--- src/rtl/memory_controller.sv ---
// Byte-serial RAM/IO port controller: arbitrates stores, loads and fetches into byte transfers.
// Optional MEM_IO_STALL_EN: holds an IO-region store in IDLE while the UART buffer is full.
module memory_controller #(
  parameter logic [1:0] IO_ADDR_HI = 2'b11
) (
  input  logic        clk_in,
  input  logic        rst_in,
  input  logic        rdy_in,
  input  logic        roll_back,
  input  logic        lsb_store,
  input  logic [31:0] store_address,
  input  logic [31:0] data_store,
  input  logic [5:0]  op_type_store,
  output logic        finish_store,
  input  logic        lsb_load,
  input  logic [31:0] load_address,
  input  logic [5:0]  op_type_load,
  output logic        finish_load,
  output logic [31:0] data_load,
  input  logic        ifetch_req,
  input  logic [31:0] ifetch_addr,
  output logic        finish_fetch,
  output logic [31:0] inst_out,
  input  logic [7:0]  mem_din,
  output logic [7:0]  mem_dout,
  output logic [31:0] mem_a,
  output logic        mem_wr,
  input  logic        io_buffer_full,
  output logic [2:0]  state_dbg
);
  localparam logic [5:0] OP_LB  = 6'd1;
  localparam logic [5:0] OP_LH  = 6'd2;
  localparam logic [5:0] OP_LW  = 6'd3;
  localparam logic [5:0] OP_LBU = 6'd4;
  localparam logic [5:0] OP_LHU = 6'd5;
  localparam logic [5:0] OP_SB  = 6'd6;
  localparam logic [5:0] OP_SH  = 6'd7;

  typedef enum logic [2:0] {S_IDLE = 3'd0, S_STORE = 3'd1, S_LOAD = 3'd2, S_FETCH = 3'd3, S_DONE = 3'd4} state_t;

  state_t      state_q, state_d;
  logic [31:0] mem_a_q, mem_a_d, addr_q, addr_d, data_q, data_d, asm_q, asm_d;
  logic [31:0] data_load_q, data_load_d, inst_out_q, inst_out_d;
  logic [7:0]  mem_dout_q, mem_dout_d;
  logic [5:0]  op_q, op_d;
  logic [2:0]  cnt_q, cnt_d;
  logic        mem_wr_q, mem_wr_d, fin_st_q, fin_st_d, fin_ld_q, fin_ld_d, fin_if_q, fin_if_d;
  logic        io_block;
  logic [2:0]  size, nxt_cnt;
  logic [31:0] byte_sh, asm_upd;

  function automatic logic [2:0] op_size(input logic [5:0] op);
    case (op)
      OP_LB, OP_LBU, OP_SB: op_size = 3'd1;
      OP_LH, OP_LHU, OP_SH: op_size = 3'd2;
      default:              op_size = 3'd4;
    endcase
  endfunction

  function automatic logic [31:0] extend(input logic [5:0] op, input logic [31:0] v);
    case (op)
      OP_LB:   extend = {{24{v[7]}}, v[7:0]};
      OP_LH:   extend = {{16{v[15]}}, v[15:0]};
      OP_LBU:  extend = {24'd0, v[7:0]};
      OP_LHU:  extend = {16'd0, v[15:0]};
      default: extend = v;
    endcase
  endfunction

`ifdef MEM_IO_STALL_EN
  assign io_block = io_buffer_full && (store_address[17:16] == IO_ADDR_HI);
`else
  logic unused_io;
  assign unused_io = io_buffer_full & (store_address[17:16] == IO_ADDR_HI);
  assign io_block  = 1'b0;
`endif

  always_comb begin
    state_d     = state_q;
    mem_a_d     = mem_a_q;
    mem_dout_d  = mem_dout_q;
    mem_wr_d    = mem_wr_q;
    addr_d      = addr_q;
    data_d      = data_q;
    op_d        = op_q;
    cnt_d       = cnt_q;
    asm_d       = asm_q;
    data_load_d = data_load_q;
    inst_out_d  = inst_out_q;
    fin_st_d    = 1'b0;
    fin_ld_d    = 1'b0;
    fin_if_d    = 1'b0;
    size        = op_size(op_q);
    nxt_cnt     = cnt_q + 3'd1;
    byte_sh     = data_q >> {nxt_cnt, 3'b000};
    // Byte k arrives while cnt_q == k+1 (one cycle after its address).
    asm_upd     = asm_q;
    if (cnt_q != 3'd0) asm_upd = asm_q | ({24'd0, mem_din} << {cnt_q - 3'd1, 3'b000});

    case (state_q)
      S_IDLE: begin
        mem_wr_d = 1'b0;
        cnt_d    = 3'd0;
        asm_d    = 32'd0;
        if (lsb_store) begin
          if (!io_block) begin
            state_d    = S_STORE;
            addr_d     = store_address;
            data_d     = data_store;
            op_d       = op_type_store;
            mem_a_d    = store_address;
            mem_dout_d = data_store[7:0];
            mem_wr_d   = 1'b1;
          end
        end else if (!roll_back && lsb_load) begin
          state_d = S_LOAD;
          addr_d  = load_address;
          op_d    = op_type_load;
          mem_a_d = load_address;
        end else if (!roll_back && ifetch_req) begin
          state_d = S_FETCH;
          addr_d  = ifetch_addr;
          op_d    = OP_LW;
          mem_a_d = ifetch_addr;
        end
      end
      S_STORE: begin
        if (cnt_q == size - 3'd1) begin
          mem_wr_d = 1'b0;
          fin_st_d = 1'b1;
          state_d  = S_DONE;
        end else begin
          cnt_d      = nxt_cnt;
          mem_a_d    = addr_q + {29'd0, nxt_cnt};
          mem_dout_d = byte_sh[7:0];
        end
      end
      S_LOAD, S_FETCH: begin
        if (roll_back) begin
          state_d = S_IDLE;
        end else begin
          asm_d = asm_upd;
          if (cnt_q == size) begin
            state_d = S_DONE;
            if (state_q == S_LOAD) begin
              data_load_d = extend(op_q, asm_upd);
              fin_ld_d    = 1'b1;
            end else begin
              inst_out_d = asm_upd;
              fin_if_d   = 1'b1;
            end
          end else begin
            cnt_d = nxt_cnt;
            if (nxt_cnt < size) mem_a_d = addr_q + {29'd0, nxt_cnt};
          end
        end
      end
      default: state_d = S_IDLE;
    endcase
  end

  always_ff @(posedge clk_in or negedge rst_in) begin
    if (!rst_in) begin
      state_q     <= S_IDLE;
      mem_a_q     <= 32'd0;
      mem_dout_q  <= 8'd0;
      mem_wr_q    <= 1'b0;
      addr_q      <= 32'd0;
      data_q      <= 32'd0;
      op_q        <= 6'd0;
      cnt_q       <= 3'd0;
      asm_q       <= 32'd0;
      data_load_q <= 32'd0;
      inst_out_q  <= 32'd0;
      fin_st_q    <= 1'b0;
      fin_ld_q    <= 1'b0;
      fin_if_q    <= 1'b0;
    end else if (rdy_in) begin
      state_q     <= state_d;
      mem_a_q     <= mem_a_d;
      mem_dout_q  <= mem_dout_d;
      mem_wr_q    <= mem_wr_d;
      addr_q      <= addr_d;
      data_q      <= data_d;
      op_q        <= op_d;
      cnt_q       <= cnt_d;
      asm_q       <= asm_d;
      data_load_q <= data_load_d;
      inst_out_q  <= inst_out_d;
      fin_st_q    <= fin_st_d;
      fin_ld_q    <= fin_ld_d;
      fin_if_q    <= fin_if_d;
    end
  end

  // A flush landing on the DONE cycle of a load/fetch must still kill its pulse.
  assign finish_store = fin_st_q;
  assign finish_load  = fin_ld_q & ~roll_back;
  assign finish_fetch = fin_if_q & ~roll_back;
  assign data_load    = data_load_q;
  assign inst_out     = inst_out_q;
  assign mem_a        = mem_a_q;
  assign mem_dout     = mem_dout_q;
  assign mem_wr       = mem_wr_q;
  assign state_dbg    = state_q;
endmodule

--- config.mk ---
export PLATFORM = sky130hd
export DESIGN_NAME = memory_controller
export DESIGN_NICKNAME = d
export VERILOG_FILES = /design/src/rtl/memory_controller.sv
export SDC_FILE = /design/constraint.sdc
export NUM_CORES = 1
export LEC_CHECK = 0
export CAP_MARGIN = 20
export CORE_UTILIZATION = 41
export DETAILED_ROUTE_END_ITERATION = 8
export PLACE_DENSITY = 0.76
export SLEW_MARGIN = 30
export SYNTH_ARGS = -nofsm -noshare
export SYNTH_HDL_FRONTEND = slang
export SYNTH_SLANG_ARGS = --single-unit
--- constraint.sdc ---
create_clock -name clk_in -period 4.2 [get_ports clk_in]
set_clock_uncertainty 0.15 [all_clocks]
set_input_delay 0.84 -clock clk_in [delete_from_list [all_inputs] [get_ports clk_in]]
set_output_delay 0.84 -clock clk_in [all_outputs]
set_load 0.1 [all_outputs]
==> results of run 1 <==
## per-layer routing
layer	up-vias	routed length, microns	global-route usage
met5	-	0	0
met4	0	789	0.0706
met3	47	1690	0.0336
met2	267	14800	0.366
met1	4644	13700	0.298
li1	4379	-	-
## how the worst min path moves through the flow
stage	slack [ps]	cells past startpoint	startpoint	end
2_1_floorplan	300	1	fin_if_q$_DFFE_PN0P_	fin_if_q$_DFFE_PN0P_
3_3_place_gp	310	1	fin_ld_q$_DFFE_PN0P_	fin_ld_q$_DFFE_PN0P_
3_5_place_dp	320	1	fin_ld_q$_DFFE_PN0P_	fin_ld_q$_DFFE_PN0P_
4_1_cts	260	1	rst_in	data_load[22]$_DFFE_PN0P_
5_1_grt	10	1	rst_in	data_load[22]$_DFFE_PN0P_
6_report	20	1	rst_in	inst_out[31]$_DFFE_PN0P_
## layout make-up
type,instances,area [sq um],share of cell area
clock buffer,28,647,0.0423
clock inverter,18,270,0.0177
inverter,22,82.6,0.00540
multi-input combinational,749,5540,0.363
sequential,216,5410,0.354
tap,341,427,0.0279
timing repair buffer,291,2910,0.190
## registers in the layout, indices dropped and copies added (netlist names)
signal,count
addr_q,32
asm_q,32
cnt_q,3
data_load,32
data_q,32
fin_if_q,1
fin_ld_q,1
finish_store,1
inst_out,32
mem_a,32
mem_dout,8
mem_wr,1
op_q,6
state_dbg,3
## cells by family after synthesis
kind of cell	synth area share
buffers and inverters	0.0342
and+or+nand+nor	0.119
muxes	0.183
DFF	0.479
xor gates and xnor gates	0.0116
AOI/OAI and AO/OA	0.159
adders and majority gates	0.0140
## where the power goes
part           total [mW]  internal [mW]  leakage, nW  switching [mW]
Combinational        6.24           2.07         3.42            4.17
Sequential           3.35           2.77         2.77           0.577
Clock                2.39           1.49        0.445           0.903
Total                12.0           6.33         6.64            5.65
## cell usage after synthesis, types with 5 or more instances
master	count
a21o_1	28
a21oi_1	69
a22oi_1	8
a2bb2oi_1	16
a31o_2	6
and2_1	13
buf_1	7
buf_2	13
clkbuf_1	45
clkbuf_2	5
dfrtp_1	216
ha_1	11
inv_1	22
mux2_2	120
mux2i_1	52
mux4_2	8
nand2_1	98
nand3_1	26
nand4_1	14
nor2_1	51
nor2b_1	10
nor3_1	7
nor4_1	12
nor4b_1	5
o211ai_1	15
o21ai_0	69
o31a_1	18
xnor2_1	8
xor2_1	7
## timing repair
action,CTS,global route
hold endpoints to repair,0,0
setup endpoints to repair,0,16
gates resized for setup,0,1
## critical path, stage by stage, from the launching register on
cell	delay, ps
dfrtp_1	380
nor3_1	360
buf_4	220
o21a_1	230
inv_1	70
ha_1	230
nor2_1	180
ha_1	290
nor3_2	300
nand4b_1	140
mux2_2	440
a221oi_2	290
buf_4	270
a2bb2oi_1	120
## metrics by stage
| step | hold WS (ps) | util |
|---|---|---|
| finish | 15.8 | 0.567 |
| global route | 14.1 | 0.567 |
| detailed placement | 315 | 0.532 |
| floorplan | 296 | - |
| CTS | 255 | 0.566 |
| global placement | 307 | 0.532 |
==> metrics.md, run 1 <==
| Metric | Value |
|---|---|
| Slew Limit Fails | `0` |
| Via Count | `9,337` |
| Avg Inst Size Synth | `10.7 sq um` |
| PD cells | `784 mW/mm^2` |
| Fin. Hold Viols | `0` |
| Initial antenna violation count | `0` |
| Setup Buffers After CTS | `0` |
| Drc violations | `0` |
| Pre-antenna DRT Iters | `5` |
| Post-synth top area share | `0.479` |
| Row cnt | `60` |
| Clk_lat worst skew | `530 ps` |
| # fillers | `2,319` |
| Placement Setup Slack | `332 ps` |
| Clock Sinks | `216` |
| Period utilisation layout | `0.904` |
| Post-DRT Antenna Nets | `0` |
| Startpoint Class | `flip-flop` |
| Num CTS Buffers | `25` |
| CP max FO | `18` |
| R2r setup slk | `400 ps` |
| Post-synthesis sequential area ratio | `0.479` |
| Most common cell after layout, fill and taps aside | `clkdlybuf4s50_1` |
| Ys async rst share | `1.00` |
| Largest net degree at the start of global routing | `approximately 110` |
| Area added between synthesis and finish | `35.3%` |
| Detailed Place HPWL | `21,700 microns` |
| Worst r2r path cells | `13` |
| DIE HEIGHT | `between 150 and 200 microns` |
| Via density | `5.61` |
| Drt total wl | `around 31,000 microns` |
| Share of layout cells above drive strength 1 | `0.175` |
| Placed instance area | `0.0143 sq mm` |
| Max_slew headroom | `0.302` |
| Fmax achieved | `~0.26 GHz` |
| CORE AREA | `around 0.027 sq mm` |
| Clock-pin slew on the worst setup and hold paths | `approximately 60 ps` |
| DR iter-0 viols | `674` |
| CTS Buffer Depth | `3` |
| GRT Total Usage | `0.221` |
| Min-delay worst type | `input pin to asynchronous set/reset pin` |
| Pleak | `6.64 nW` |
| Hold_buf cts | `0` |
| Die area | `0.0282 sq mm` |
| Post-Place Cells | `1,618` |
| Reg2reg end | `data_load[21]$_DFFE_PN0P_` |
| CTS tree | `yes` |
| Post-route cell area | `0.0153 sq mm` |
| # nets final | `roughly 1,500` |
| Worst endpoint data arrival time | `4060 ps` |
| Worst vdd ir | `0.512 mV` |
| Largest area contributor in the netlist | `dfrtp_1` |
| Crit path required time | `roughly 4500 ps` |
| Final Instance Count excl. Fillers | `1,665` |
| Vias in the first global route | `9,438` |
| Syn Inst Count | `1,059` |
| Routed len/inst | `18.6 microns` |
| Kind of critical path | `flip-flop to flip-flop` |
| Crit path capture | `data_load[21]$_DFFE_PN0P_` |
| IO Pins | `267` |
| Worst-margin pin slew | `1040 ps` |
| Synth Cell Area | `0.0113 sq mm` |
| Distinct cells, synth | `74` |
| Chip width | `168 microns` |
| Htree depth | `1` |
| Buffers on Ports | `approximately 270` |
| Unrepaired setup endpoints after global routing | `false` |
| YS warnings | `0` |
| Most frequent cells in the layout | `clkdlybuf4s50_1 (257), dfrtp_1 (216), mux2_2 (120)` |
| Reg-to-reg startpoint | `op_q[3]$_DFFE_PN0P_` |
| Final min period | `3800 ps` |
| GR Overflow Total | `0` |
| Endpoints failing setup | `0` |
| Post-synth EDFFs | `0` |
| Worst setup EP type | `flip-flop` |
| Critical path launch point | `op_q[3]$_DFFE_PN0P_` |
| ANT cells | `0` |
| Yosys reg bits | `between 200 and 250` |
| Final GP Congestion | `0.831` |
| Mapped Nets | `1,227` |
| Total power | `12.0 mW` |
| Final worst slack | `a little over 400 ps` |
| Largest cells by area after synthesis | `dfrtp_1 (48%), mux2_2 (12%), mux2i_1 (4.6%), nand2_1 (3.3%), a21oi_1 (3.1%)` |
| First-pass GRT wire length | `50,200 microns` |
| Total negative slack | `0 ps` |
| Main synth FF type | `dfrtp_1` |
| Root buf cell | `clkbuf_16` |
| Max Cap Viol | `0` |
| Status | `completed` |
| Initial Util | `0.419` |
(Power assumes the default switching activity.)
==> inputs of run 2 (changes only) <==
Settings changed: CTS_CLUSTER_SIZE from default to 28, HOLD_SLACK_MARGIN from default to 0.03.
==> metrics.md, run 2 (synthesis gave the netlist of run 1 again) <==
| Metric | Value |
|---|---|
| Status | `completed (unchanged)` |
| Buffers on Ports | `265 (unchanged)` |
| Clk_lat worst skew | `530 ps (about the same)` |
| Drc violations | `0 (unchanged)` |
| Logic pwr share | `0.521 (about the same)` |
| Initial antenna violation count | `0 (unchanged)` |
| CP max FO | `18 (unchanged)` |
| Slowest cell on crit path | `mux2_2 (unchanged)` |
| CTS Buffer Depth | `3 (unchanged)` |
| Max Used Layer | `met4 (unchanged)` |
| Max_slew headroom | `0.301 (was 0.302)` |
| Final min period | `3790 ps (was 3800 ps)` |
| Final GP Congestion | `0.831 (unchanged)` |
| Min-delay worst type | `flip-flop to flip-flop (was input pin to asynchronous set/reset pin)` |
| Worst path max stage delay | `440 ps (about the same)` |
| Worst r2r path cells | `13 (unchanged)` |
| Placed instance area | `0.0143 sq mm (unchanged)` |
| Area of the multi-input gates | `0.00554 sq mm (unchanged)` |
| DIE HEIGHT | `168 microns (unchanged)` |
| Most frequent cells in the layout | `clkdlybuf4s50_1 (257), dfrtp_1 (216), mux2_2 (120) (unchanged)` |
| # fillers | `2,319 (unchanged)` |
| Clock Sinks | `216 (unchanged)` |
| Root buf cell | `clkbuf_16 (unchanged)` |
| Kind of critical path | `flip-flop to flip-flop (unchanged)` |
| Via Count | `9,312 (was 9,337)` |
| Htree depth | `1 (unchanged)` |
| Most common cell after layout, fill and taps aside | `clkdlybuf4s50_1 (unchanged)` |
| GR Overflow Total | `0 (unchanged)` |
| Share of layout cells above drive strength 1 | `0.175 (about the same)` |
| Post-route cell area | `0.0153 sq mm (about the same)` |
| Worst endpoint data arrival time | `4080 ps (was 4060 ps)` |
| Via density | `5.59 (was 5.61)` |
| ANT cells | `0 (unchanged)` |
| Die area | `0.0282 sq mm (unchanged)` |
| Crit path required time | `4490 ps (was 4460 ps)` |
| Slew Limit Fails | `0 (unchanged)` |
| Setup Buffers After CTS | `0 (unchanged)` |
| Met2 wire length | `14,700 microns (was 14,800 microns)` |
| Pre-antenna DRT Iters | `6 (was 5)` |
| Routed len/inst | `18.6 microns (about the same)` |
| Sw frac | `0.471 (about the same)` |
| IO Pins | `267 (unchanged)` |
| Worst vdd ir | `0.512 mV (unchanged)` |
| DR iter-0 viols | `659 (was 674)` |
| Chip width | `168 microns (unchanged)` |
| Hold Path Cell Cnt | `1` |
| Fin util | `0.567 (about the same)` |
| CTS tree | `yes (unchanged)` |
| Pleak | `6.64 nW (about the same)` |
| Worst setup EP type | `flip-flop (unchanged)` |
| Clk pwr share | `0.200 (about the same)` |
| Met3 wire len | `1800 microns (was 1690 microns)` |
| Drt total wl | `31,000 microns (about the same)` |
| Initial Util | `0.419 (unchanged)` |
| Worst-margin pin slew | `1050 ps (was 1040 ps)` |
| First-pass GRT wire length | `50,200 microns (unchanged)` |
| Clock-pin slew on the worst setup and hold paths | `60 ps (about the same)` |
| Row cnt | `60 (unchanged)` |
| Detailed Place HPWL | `21,700 microns (unchanged)` |
| Post-DRT Antenna Nets | `0 (unchanged)` |
| Total power | `12.0 mW (about the same)` |
| Fmax achieved | `0.264 GHz (was 0.263 GHz)` |
| Met1 wire length | `13,600 microns (was 13,700 microns)` |
| Total negative slack | `0 ps (unchanged)` |
| FF+latch area | `0.00541 sq mm (unchanged)` |
| Endpoints failing setup | `0 (unchanged)` |
| Fin. Hold Viols | `0 (unchanged)` |
| # nets final | `1,474 (was 1,473)` |
| Seq pwr share | `0.279 (about the same)` |
| CORE AREA | `0.0270 sq mm (unchanged)` |
| PD cells | `783 mW/mm^2 (was 784 mW/mm^2)` |
| Internal power | `6.33 mW (about the same)` |
| Max Cap Viol | `0 (unchanged)` |
| Final hold slack | `327 ps (was 15.8 ps)` |
| Unrepaired setup endpoints after global routing | `false (unchanged)` |
| Largest net degree at the start of global routing | `114 (unchanged)` |
| Area added between synthesis and finish | `35.4% (was 35.3%)` |
| Startpoint Class | `flip-flop (unchanged)` |
| Net Sw Power | `5.64 mW (was 5.65 mW)` |
| Worst path cell trace | `nor3_1, buf_4, o21a_1, inv_1, ha_1, nor2_1, ha_1, nor3_2, nand4b_1, mux2_2, nand2_1, buf_4, a2bb2oi_1 (was nor3_1, buf_4, o21a_1, inv_1, ha_1, nor2_1, ha_1, nor3_2, nand4b_1, mux2_2, a221oi_2, buf_4, a2bb2oi_1)` |
| Period utilisation layout | `0.902 (was 0.904)` |
| Vias in the first global route | `9,438 (unchanged)` |
| GRT Total Usage | `0.221 (unchanged)` |
| Num CTS Buffers | `25 (unchanged)` |
-- run 2: cell types whose count changed in the layout (fill, tap and decap cells not counted), sizes merged --
cell | previous run | this run
dlygate4sd3 | 0 | 1
-- run 2: layer usage --
layer	GRT usage	vias to the layer above
li1	-	4374
met1	0.298	4611
met2	0.366	279
met3	0.0336	48
met4	0.0706	0
met5	0	-
-- run 2: path summary, 6_finish.rpt --
kind | start | end | slack, ps
max | op_q[3]$_DFFE_PN0P_ | data_load[21]$_DFFE_PN0P_ | 410
min | fin_if_q$_DFFE_PN0P_ | fin_if_q$_DFFE_PN0P_ | 330
max reg2reg | op_q[3]$_DFFE_PN0P_ | data_load[21]$_DFFE_PN0P_ | 410
min reg2reg | fin_if_q$_DFFE_PN0P_ | fin_if_q$_DFFE_PN0P_ | 330
max in group asynchronous | rst_in | inst_out[10]$_DFFE_PN0P_ | 2230
min in group asynchronous | rst_in | inst_out[31]$_DFFE_PN0P_ | 640
-- run 2: power groups by stage --
stage	Combinational [mW]	Clock (mW)	Sequential, mW
final	6.24	2.39	3.35
after global routing	6.61	2.54	3.44
after CTS	6.27	2.45	3.34
after detailed placement	6.23	0	3.36
after global placement	6.16	0	3.32
after floorplan	2.33	0	5.62
-- run 2: layout make-up --
| type | instances | share of cell area |
|---|---|---|
| Sequential cell | 216 | 0.354 |
| Clock inverter | 18 | 0.0177 |
| Multi-Input combinational cell | 749 | 0.362 |
| Clock buffer | 28 | 0.0423 |
| Timing Repair Buffer | 292 | 0.191 |
| Inverter | 22 | 0.00540 |
| Tap cell | 341 | 0.0279 |
-- run 2: stage by stage --
stage / instances / worst slack [ps]
detailed placement: 1618 / 332
global route: 1666 / 186
CTS: 1664 / 291
finish: 1666 / 410
global placement: 1618 / 411
floorplan: 1059 / 653
-- run 2: repair_timing --
item                                    CTS  global route
hold buffers                              0             1
endpoints found under the hold margin     0            30
gates resized for setup                   0             1
endpoints found under the setup margin    0            16
-- run 2: worst max-delay path, delay by kind of cell, from the launching register on --
| kind | cells | cell delay, ps |
|---|---|---|
| flops | 1 | 380 |
| fa+ha+maj | 2 | 520 |
| simple gates | 5 | 1210 |
| mux | 1 | 440 |
| buf+inv | 3 | 570 |
| compound gates | 2 | 450 |
==> inputs of run 3 (changes only) <==
Settings changed: CTS_CLUSTER_SIZE 28 to 25, SKIP_CTS_REPAIR_TIMING from default to 1.
==> results of run 3 <==
The final DEF is identical to that of run 2; final timing and power are the same.
